`src/rtl/load_store_unit.sv`:
```
// load_store_unit: memory-stage front end ahead of a doubleword-wide data memory.
// It turns RV64 byte-addressed loads and stores of 1/2/4/8 bytes into whole-doubleword
// accesses. Sub-doubleword stores use read-modify-write. Accesses that cross an 8-byte
// boundary use two doublewords. Load results are sign- or zero-extended.
// Ports:
//   clk, rst_n                     clock, asynchronous active-low reset
//   req_valid/req_ready            request handshake (ready only while idle)
//   req_write, req_funct3          store flag, RV access size/sign encoding
//   req_addr, req_wdata            byte address, store data (low bytes used)
//   resp_valid/resp_data/resp_err  one-cycle completion pulse, extended load data, error
//   mem_read_*/mem_write_*         doubleword memory ports (index = addr[63:3] + 1)
//   mem_read_data                  combinational read data, same cycle as the enable
module load_store_unit (
   input  logic                                   clk,
   input  logic                                   rst_n,
   input  logic                                   req_valid,
   output logic                                   req_ready,
   input  logic                                   req_write,
   input  logic [2:0]                             req_funct3,
   input  logic [63:0]                            req_addr,
   input  logic [63:0]                            req_wdata,
   output logic                                   resp_valid,
   output logic [63:0]                            resp_data,
   output logic                                   resp_err,
   output logic                                   mem_read_enable,
   output logic                                   mem_write_enable,
   output logic [63:0]                            mem_read_addr,
   output logic [63:0]                            mem_write_addr,
   output logic [7:0][7:0]                        mem_write_data,
   input  logic [7:0][7:0]                        mem_read_data
);

   localparam int unsigned XLEN      = 64;
   localparam int unsigned BYTE_SIZE = 8;
   localparam int unsigned MEM_STEPS = XLEN / BYTE_SIZE;

   typedef enum logic [2:0] {S_IDLE, S_RD0, S_RD1, S_WR0, S_WR1, S_RESP} state_t;

   state_t                 r_state, w_next;
   logic [2:0]             r_funct3;
   logic [XLEN-1:0]        r_addr, r_wdata, r_dw0, r_dw1;
   logic                   r_write;
   logic                   r_req_ready, r_resp_valid, r_resp_err, r_rd_en, r_wr_en;
   logic [XLEN-1:0]        r_resp_data, r_rd_addr, r_wr_addr, r_wr_data;

   logic                   w_accept, w_write, w_cross, w_illegal, w_sign;
   logic [2:0]             w_funct3, w_off;
   logic [3:0]             w_size;
   logic [5:0]             w_sh;
   logic [XLEN-1:0]        w_addr, w_wdata, w_idx0, w_idx1, w_dw0, w_dw1;
   logic [XLEN-1:0]        w_lane_mask, w_raw, w_load;
   logic [2*XLEN-1:0]      w_mask128, w_merged;
   logic                   w_n_ready, w_n_rvalid, w_n_rerr, w_n_rd_en, w_n_wr_en;
   logic [XLEN-1:0]        w_n_rdata, w_n_rd_addr, w_n_wr_addr, w_n_wr_data;

   // While idle the live request describes the access; afterwards the captured copy does.
   assign w_accept  = (r_state == S_IDLE) && r_req_ready && req_valid;
   assign w_funct3  = (r_state == S_IDLE) ? req_funct3 : r_funct3;
   assign w_addr    = (r_state == S_IDLE) ? req_addr   : r_addr;
   assign w_wdata   = (r_state == S_IDLE) ? req_wdata  : r_wdata;
   assign w_write   = (r_state == S_IDLE) ? req_write  : r_write;

   assign w_off     = w_addr[2:0];
   assign w_size    = 4'd1 << w_funct3[1:0];
   assign w_cross   = (4'(w_off) + w_size) > 4'(MEM_STEPS);
   assign w_sh      = {w_off, 3'b000};
   assign w_idx0    = {3'b000, w_addr[XLEN-1:3]} + 64'd1;
   assign w_idx1    = w_idx0 + 64'd1;
   assign w_illegal = (w_funct3 == 3'b111) || (w_write && w_funct3[2]);

   // Read data is usable in the cycle it arrives as well as after it is captured.
   assign w_dw0     = (r_state == S_RD0) ? XLEN'(mem_read_data) : r_dw0;
   assign w_dw1     = (r_state == S_RD1) ? XLEN'(mem_read_data) : r_dw1;

   always_comb begin
      w_lane_mask = '1;
      case (w_funct3[1:0])
         2'b00:   w_lane_mask = 64'h0000_0000_0000_00FF;
         2'b01:   w_lane_mask = 64'h0000_0000_0000_FFFF;
         2'b10:   w_lane_mask = 64'h0000_0000_FFFF_FFFF;
         default: w_lane_mask = '1;
      endcase
   end

   // Store bytes laid over the 16-byte window {dw1, dw0}; other lanes keep read data.
   assign w_mask128 = {64'd0, w_lane_mask} << w_sh;
   assign w_merged  = ({w_dw1, w_dw0} & ~w_mask128) | (({64'd0, w_wdata} << w_sh) & w_mask128);

   // Load: align the addressed bytes to lane 0, then extend.
   assign w_raw  = XLEN'({w_dw1, w_dw0} >> w_sh);
   always_comb begin
      w_sign = 1'b0;
      w_load = w_raw;
      case (w_funct3[1:0])
         2'b00: begin
            w_sign = ~w_funct3[2] & w_raw[7];
            w_load = {{56{w_sign}}, w_raw[7:0]};
         end
         2'b01: begin
            w_sign = ~w_funct3[2] & w_raw[15];
            w_load = {{48{w_sign}}, w_raw[15:0]};
         end
         2'b10: begin
            w_sign = ~w_funct3[2] & w_raw[31];
            w_load = {{32{w_sign}}, w_raw[31:0]};
         end
         default: w_load = w_raw;
      endcase
   end

   // Next-state and next-output decode.
   always_comb begin
      w_next      = r_state;
      w_n_ready   = 1'b0;
      w_n_rvalid  = 1'b0;
      w_n_rerr    = 1'b0;
      w_n_rdata   = '0;
      w_n_rd_en   = 1'b0;
      w_n_rd_addr = '0;
      w_n_wr_en   = 1'b0;
      w_n_wr_addr = '0;
      w_n_wr_data = '0;
      case (r_state)
         S_IDLE: begin
            if (w_accept) begin
               if (w_illegal)                                     w_next = S_RESP;
               else if (w_write && w_funct3 == 3'b011 && w_off == 3'd0) w_next = S_WR0;
               else                                               w_next = S_RD0;
            end
         end
         S_RD0:   w_next = w_cross ? S_RD1 : (w_write ? S_WR0 : S_RESP);
         S_RD1:   w_next = w_write ? S_WR0 : S_RESP;
         S_WR0:   w_next = w_cross ? S_WR1 : S_RESP;
         S_WR1:   w_next = S_RESP;
         S_RESP:  w_next = S_IDLE;
         default: w_next = S_IDLE;
      endcase

      case (w_next)
         S_IDLE: w_n_ready = 1'b1;
         S_RD0: begin
            w_n_rd_en   = 1'b1;
            w_n_rd_addr = w_idx0;
         end
         S_RD1: begin
            w_n_rd_en   = 1'b1;
            w_n_rd_addr = w_idx1;
         end
         S_WR0: begin
            w_n_wr_en   = 1'b1;
            w_n_wr_addr = w_idx0;
            w_n_wr_data = w_merged[XLEN-1:0];
         end
         S_WR1: begin
            w_n_wr_en   = 1'b1;
            w_n_wr_addr = w_idx1;
            w_n_wr_data = w_merged[2*XLEN-1:XLEN];
         end
         S_RESP: begin
            w_n_rvalid = 1'b1;
            w_n_rerr   = w_illegal;
            w_n_rdata  = (w_illegal || w_write) ? '0 : w_load;
         end
         default: ;
      endcase
   end

   // State, capture and registered outputs.
   always_ff @(posedge clk or negedge rst_n) begin
      if (!rst_n) begin
         r_state      <= S_IDLE;
         r_funct3     <= '0;
         r_addr       <= '0;
         r_wdata      <= '0;
         r_write      <= 1'b0;
         r_dw0        <= '0;
         r_dw1        <= '0;
         r_req_ready  <= 1'b0;
         r_resp_valid <= 1'b0;
         r_resp_err   <= 1'b0;
         r_resp_data  <= '0;
         r_rd_en      <= 1'b0;
         r_rd_addr    <= '0;
         r_wr_en      <= 1'b0;
         r_wr_addr    <= '0;
         r_wr_data    <= '0;
      end else begin
         r_state <= w_next;
         if (w_accept) begin
            r_funct3 <= req_funct3;
            r_addr   <= req_addr;
            r_wdata  <= req_wdata;
            r_write  <= req_write;
         end
         if (r_state == S_RD0) r_dw0 <= XLEN'(mem_read_data);
         if (r_state == S_RD1) r_dw1 <= XLEN'(mem_read_data);
         r_req_ready  <= w_n_ready;
         r_resp_valid <= w_n_rvalid;
         r_resp_err   <= w_n_rerr;
         r_resp_data  <= w_n_rdata;
         r_rd_en      <= w_n_rd_en;
         r_rd_addr    <= w_n_rd_addr;
         r_wr_en      <= w_n_wr_en;
         r_wr_addr    <= w_n_wr_addr;
         r_wr_data    <= w_n_wr_data;
      end
   end

   assign req_ready        = r_req_ready;
   assign resp_valid       = r_resp_valid;
   assign resp_err         = r_resp_err;
   assign resp_data        = r_resp_data;
   assign mem_read_enable  = r_rd_en;
   assign mem_read_addr    = r_rd_addr;
   assign mem_write_enable = r_wr_en;
   assign mem_write_addr   = r_wr_addr;
   assign mem_write_data   = r_wr_data;

endmodule
```
`config.mk`:
```
export PLATFORM = sky130hd
export DESIGN_NAME = load_store_unit
export DESIGN_NICKNAME = d
export VERILOG_FILES = /design/src/rtl/load_store_unit.sv
export SDC_FILE = /design/constraint.sdc
export NUM_CORES = 1
export LEC_CHECK = 0
export CAP_MARGIN = 20
export CORE_UTILIZATION = 55
export CTS_CLUSTER_DIAMETER = 40
export DETAILED_ROUTE_END_ITERATION = 8
export PLACE_DENSITY = 0.82
export RECOVER_POWER = 25
export SLEW_MARGIN = 40
export SYNTH_ARGS = -nofsm -noshare
export SYNTH_HDL_FRONTEND = slang
export SYNTH_SLANG_ARGS = --single-unit
```
`constraint.sdc`:
```
create_clock -name clk -period 8.57 [get_ports clk]
set_clock_uncertainty 0.2 [all_clocks]
set_input_delay 1.714 -clock clk [delete_from_list [all_inputs] [get_ports clk]]
set_output_delay 1.714 -clock clk [all_outputs]
set_load 0.01 [all_outputs]
```
### Word level (Yosys, flattened, before mapping)

Cells that the tools add are included.
W data, S select, Z words.

| cells by class | value |
|---|---|
| equal/unequal tests | 13 |
| add/subtract/negate cells | 3 |
| bitwise gates (word level) | 8 |
| order comparisons | 1 |
| shift-type cells | 4 |
| multiplexer cells | 25 |
| reductions and logical operators | 13 |

Operator list:

| operator | count |
|---|---|
| $mux W64 | 6 |
| $pmux W64 S3 | 2 |
| $and A128 B128 Y128 | 2 |
| $shl A64 B6 Y128 | 2 |
| $pmux W63 S2 | 2 |
| $not A128 Y128 | 1 |
| $or A128 B128 Y128 | 1 |
| $pmux W64 S2 | 1 |
| $shr A128 B6 Y64 | 1 |
| $add A62 B1 Y63 const B | 1 |
| $add A61 B1 Y62 const B | 1 |
| $eq A3 B2 Y1 const B | 5 |
| $mux W3 | 5 |
| $pmux W3 S5 | 1 |
| $eq A3 B3 Y1 const B | 4 |
| $logic_not A3 Y1 | 3 |
| $mux W1 | 7 |
| $eq A3 B1 Y1 const B | 2 |
| $logic_and A1 B1 Y1 | 5 |
| $add A3 B4 Y4 | 1 |
| $gt A4 B4 Y1 const B | 1 |
| $reduce_or A2 Y1 | 2 |
| $shl A1 B2 Y4 const A | 1 |
| $and A1 B1 Y1 | 3 |
| other kinds (6) | 7 |

| storage, ports and cells | value |
|---|---|
| input port bits | 199 |
| register bits after elaboration | 524 |
| output and inout port bits | 261 |

### Longest topological paths before layout

| depth | value |
|---|---|
| depth in word-level cells | 12 |
| gate-level depth with buffers | 25 |
| depth with buffers taken out | 15 |

### Least setup slack after synthesis

OpenSTA, ideal clock, no wires.

| timing path | value |
|---|---|
| kind | reg-to-reg |
| start point | register r_state[0] |
| end point | register r_rd_addr[58] (netlist: mem_read_addr[58]) |
| arrival | 6.291 ns |
| library setup time | 0.136 ns |
| stages on the path, launching flop included | 24 |
| data required time | 8.234 ns |
| setup slack | 1.942 ns |
| path buffers | 9 |
| cell sequence | dfrtp_1 > or3_1 > buf_2 > buf_4 > buf_2 > buf_2 > buf_2 > buf_2 > buf_2 > clkbuf_1 > clkbuf_1 > mux2i_1 > inv_1 > ha_1 > nand2_1 > mux2i_1 > o211ai_1 > a2111oi_0 > xor2_1 > nor4_1 > nand3b_1 > nor4_2 > mux2i_1 > o21ai_0 |

| on the way | value |
|---|---|
| cells in the longest elaborated chain, start to end | 11 |
| elaborated cells on any way between the ends | 32 |
| classes of those cells | add/sub (3); order compare (1); eq/ne (8); shift (1); mux (11); reduce/logical (8) |

Ends and longest elaborated chain:

| what | line | source |
|---|---|---|
| start: declaration | 39 | `state_t r_state, w_next;` |
| start signal: assignment | 188 | `r_state <= w_next;` |
| branches (longest 10 deep; another with $add A62 B1 Y63) | n/a |  |
| $pmux W63 S2 * | 139 | `case (w_next)` |
| net w_n_rd_addr[58] | 54 | `logic [XLEN-1:0] w_n_rdata, w_n_rd_addr, w_n_wr_addr, w_n_wr_data;` |
| end signal: assignment | 202 | `r_rd_addr <= w_n_rd_addr;` |
| end: declaration | 44 | `logic [XLEN-1:0] r_resp_data, r_rd_addr, r_wr_addr, r_wr_data;` |

Mark *: on every way through the listed nets, which the timed path passes.
A chain may end at the register's enable or synchronous reset.

### Final worst setup path

| timing path | value |
|---|---|
| start point | register r_state[0] |
| end point | register r_resp_data[57] (netlist: resp_data[57]) |

| on the way | value |
|---|---|
| cells in the longest elaborated chain, start to end | 11 |
| elaborated cells on any way between the ends | 42 |
| classes of those cells | add/sub (1); order compare (1); eq/ne (9); shift (2); mux (15); bitwise (4); reduce/logical (10) |

Ends and longest elaborated chain:

| what | line | source |
|---|---|---|
| branches (longest 10 deep; another with $add A3 B4 Y4) | n/a |  |
| $mux W64 * | 139 |  |
| net w_n_rdata[57] | 54 |  |
| end signal: assignment | 200 | `r_resp_data <= w_n_rdata;` |
| end: declaration | 44 |  |

Marked as above.

==> run metrics <==
clock buffer depth 3; met2 capacity usage during global routing between 60 and 70%; CP Launch Type register; CTS root buf clkbuf_16; Seq pwr share a little over a fifth; I/O pins 460; YS warnings 0; routability cong. between 1 and 1.5; internal power 9.10 mW; Worst R2R Setup Slack between 1 and 1.5 ns; asr flop ratio synth between 90% and 100%; Max IR drop VDD 349 µV; Fmax achieved approximately 0.14 GHz; Rel. slew slack -169%; Worst Hold Class register to register; met3 usage 17.5%; met1 Usage GRT about 64%; synthesized instance count about 3,700; Pleak 17.1 nW; htree depth 3; GRT Total Usage 44.7%; Sw Share ~50%; # hold bufs at CTS 0; # DRC 0; GR peak layer met1; Core Region approximately 55,000 µm²; top_reg_cell synth dfrtp_1; area leader, netlist dfrtp_1; RSZ-0062 raised after global routing no; per-cell routed wire length ~27 µm; Die Y roughly 240 µm; Post-Route WL 128,000 µm; die area around 57,000 µm²; Post-Synth XOR/XNOR Area roughly 2.9%; Area Growth Syn to Fin 27.6%; TritonCTS clock tree yes; worst slew pin tran between 4 and 5 ns; CP Capture Type register; Via density between 6 and 7; Hold Path Stages 2; Synth area leaders dfrtp_1, nand2_1, mux2i_1; row count 86; max cap viols 5; Final ANT Viol Nets 0; Yosys cell types 84; Yosys reg bits between 500 and 600; Vias ~31,000; IO buf count 457; Seq/Total Area, Yosys between 40% and 50%; number of flops mapped to enable cells by yosys 0; Die X between 200 and 250 µm; pwr dens ~480 nW/µm²; combinational power share about three fifths; Net Sw Power between 9 and 10 mW; combined area of all synthesized cells 30,600 µm²; Hold Crit Start r_addr[63]; crit-path max FO 40; most frequent cell after synthesis nand2_1; setup TNS 0 ns; Synth top area share 42.7%; Synth top cells by count nand2_1, dfrtp_1, nor2_1, a21oi_1, mux2i_1; Slew Viols, Final between 200 and 300; Sink Count approximately 520; worst endpoint required time ~8.9 ns; crit path DAT roughly 7.7 ns; final net count about 4,200; simple-gate share of the synthesized area about 22%; Post-CTS Resized 0; Reg-to-Reg End resp_data[57]; clock-pin slew on the worst setup and hold paths about 0.060 ns; failing checks max-capacitance violations, max-slew violations; minimum clock period about 7.4 ns; Compound-Gate Fraction of Synth Area between 15 and 20%; crit path kind register to register; largest family of logic cells by synthesized area simple AND/OR/NAND/NOR gates; pin count of the biggest net entering global routing ~130; final instance area slightly below 40,000 µm²; drt pass-1 iters 7; cell depth of the worst flop-to-flop path 11; Setup Buffers After CTS 0; post-DP HPWL about 93,000 µm; Clock power frac 19.9%; Final period util a little under nine tenths; Initial Utilization between 50% and 60%; share of layout cells above drive strength 1 9.46%; CTS buffer count a little under 90; grt total ovfl 0; vias in the first global route 28,756; worst flop-to-flop path startpoint r_state[0]; Syn Area/Cell about 8.4 µm²; outcome finished with violations; Iter 0 DRT Violations 5,380; first-pass GRT wire length approximately 190,000 µm; Cell Area, Placed 35,800 µm²; critical path startpoint r_state[0]; # setup viols final 0; mux contribution to synthesized area a little under an eighth; initial antenna violation count 7; adder-cell area share of the yosys netlist less than 1%; Clock Latency Late Sink 0.65 ns; sink of the worst hold path r_addr[63]; final hold vios 0
-- layout by cell type, fill, tap and decap left out, types with 21 or more instances in the layout --
cell type,count
nand2_1,746
dfrtp_1,521
clkdlybuf4s50_1,444
nor2_1,343
a21oi_1,287
mux2i_1,239
o22ai_1,186
o21ai_0,185
nand3_1,92
clkbuf_16,89
inv_1,85
mux2_2,74
nor3_1,57
nand4_1,49
xor2_1,48
buf_4,48
a211oi_1,42
nor4_1,41
xnor2_1,39
and3_1,24
mux2_1,24
inv_6,24
o211ai_1,22
o221ai_1,21
nor2b_1,21
-- power groups by stage --
stage	combinational, mW	sequential (mW)	clock [mW]
after global routing	11.4	4.04	3.80
after CTS	10.3	3.95	3.69
after floorplan	6.28	3.93	0
after global placement	9.99	3.96	0
final	10.9	3.98	3.69
after detailed placement	10.2	3.98	0
-- metal layers --
layer | vias to the layer above | share of wire (%) | wire length, µm
met3 | 300 | 16 | 20800
met1 | 14923 | 40 | 50900
li1 | 13625 | - | -
met4 | 12 | 3.7 | 4800
met2 | 2517 | 40 | 51700
met5 | - | 0.21 | 264
-- layout make-up --
class	instances	area, µm²
multi-input combinational	2786	16500
fill	4220	16000
sequential	522	13100
timing repair buffer	520	5090
clock buffer	93	2280
tap	748	936
clock inverter	71	817
inverter	87	328
antenna	3	7.51
-- through the flow --
stage	setup WS (ns)	instances	hold WS [ns]	utilization (%)	power, mW
floorplan	1.94	3655	0.245	-	10.2
global placement	1.44	4658	0.257	64.9	13.9
detailed placement	1.32	4662	0.262	65.2	14.2
CTS	1.92	4826	0.274	70.8	17.9
global route	0.919	4829	0.296	71.0	19.3
finish	1.18	4830	0.278	71.0	18.6
-- worst max-delay path, cell delays in order, from the launching register on --
cell and delay [ns]:
dfrtp_1 0.32, clkbuf_1 0.76, nor3b_1 0.35, clkbuf_1 2.21
mux2i_1 0.64, mux2i_1 0.37, mux2i_1 0.17, a21oi_1 0.39
nand3_1 0.44, and2_1 0.55, a31o_2 0.58, a21oi_1 0.25
-- registers in the layout, indices dropped and copies added (netlist names), 3 cells and up --
| register | count |
|---|---|
| mem_write_addr | 63 |
| r_state | 3 |
| resp_data | 64 |
| mem_read_addr | 63 |
| r_funct3 | 3 |
| r_dw1 | 64 |
| r_dw0 | 64 |
| r_addr | 64 |
| r_wdata | 64 |
| mem_write_data | 64 |
-- worst max path at each step --
stage                     cells after the start  slack [ns]           endpoint
after floorplan                              23        1.94  mem_read_addr[58]
after global placement                       11        1.44  mem_read_addr[58]
after detailed placement                     15        1.32      resp_data[55]
after CTS                                    15        1.92      resp_data[54]
after global routing                          2        0.92        r_wdata[28]
final                                        11        1.18      resp_data[57]
-- cell families after synthesis --
group,Yosys count
mux,342
flops,522
fa+ha+maj,6
buf+inv,347
other cells,1
xor+xnor,100
simple gates,1502
compound gates,832
(Power assumes the default switching activity.)
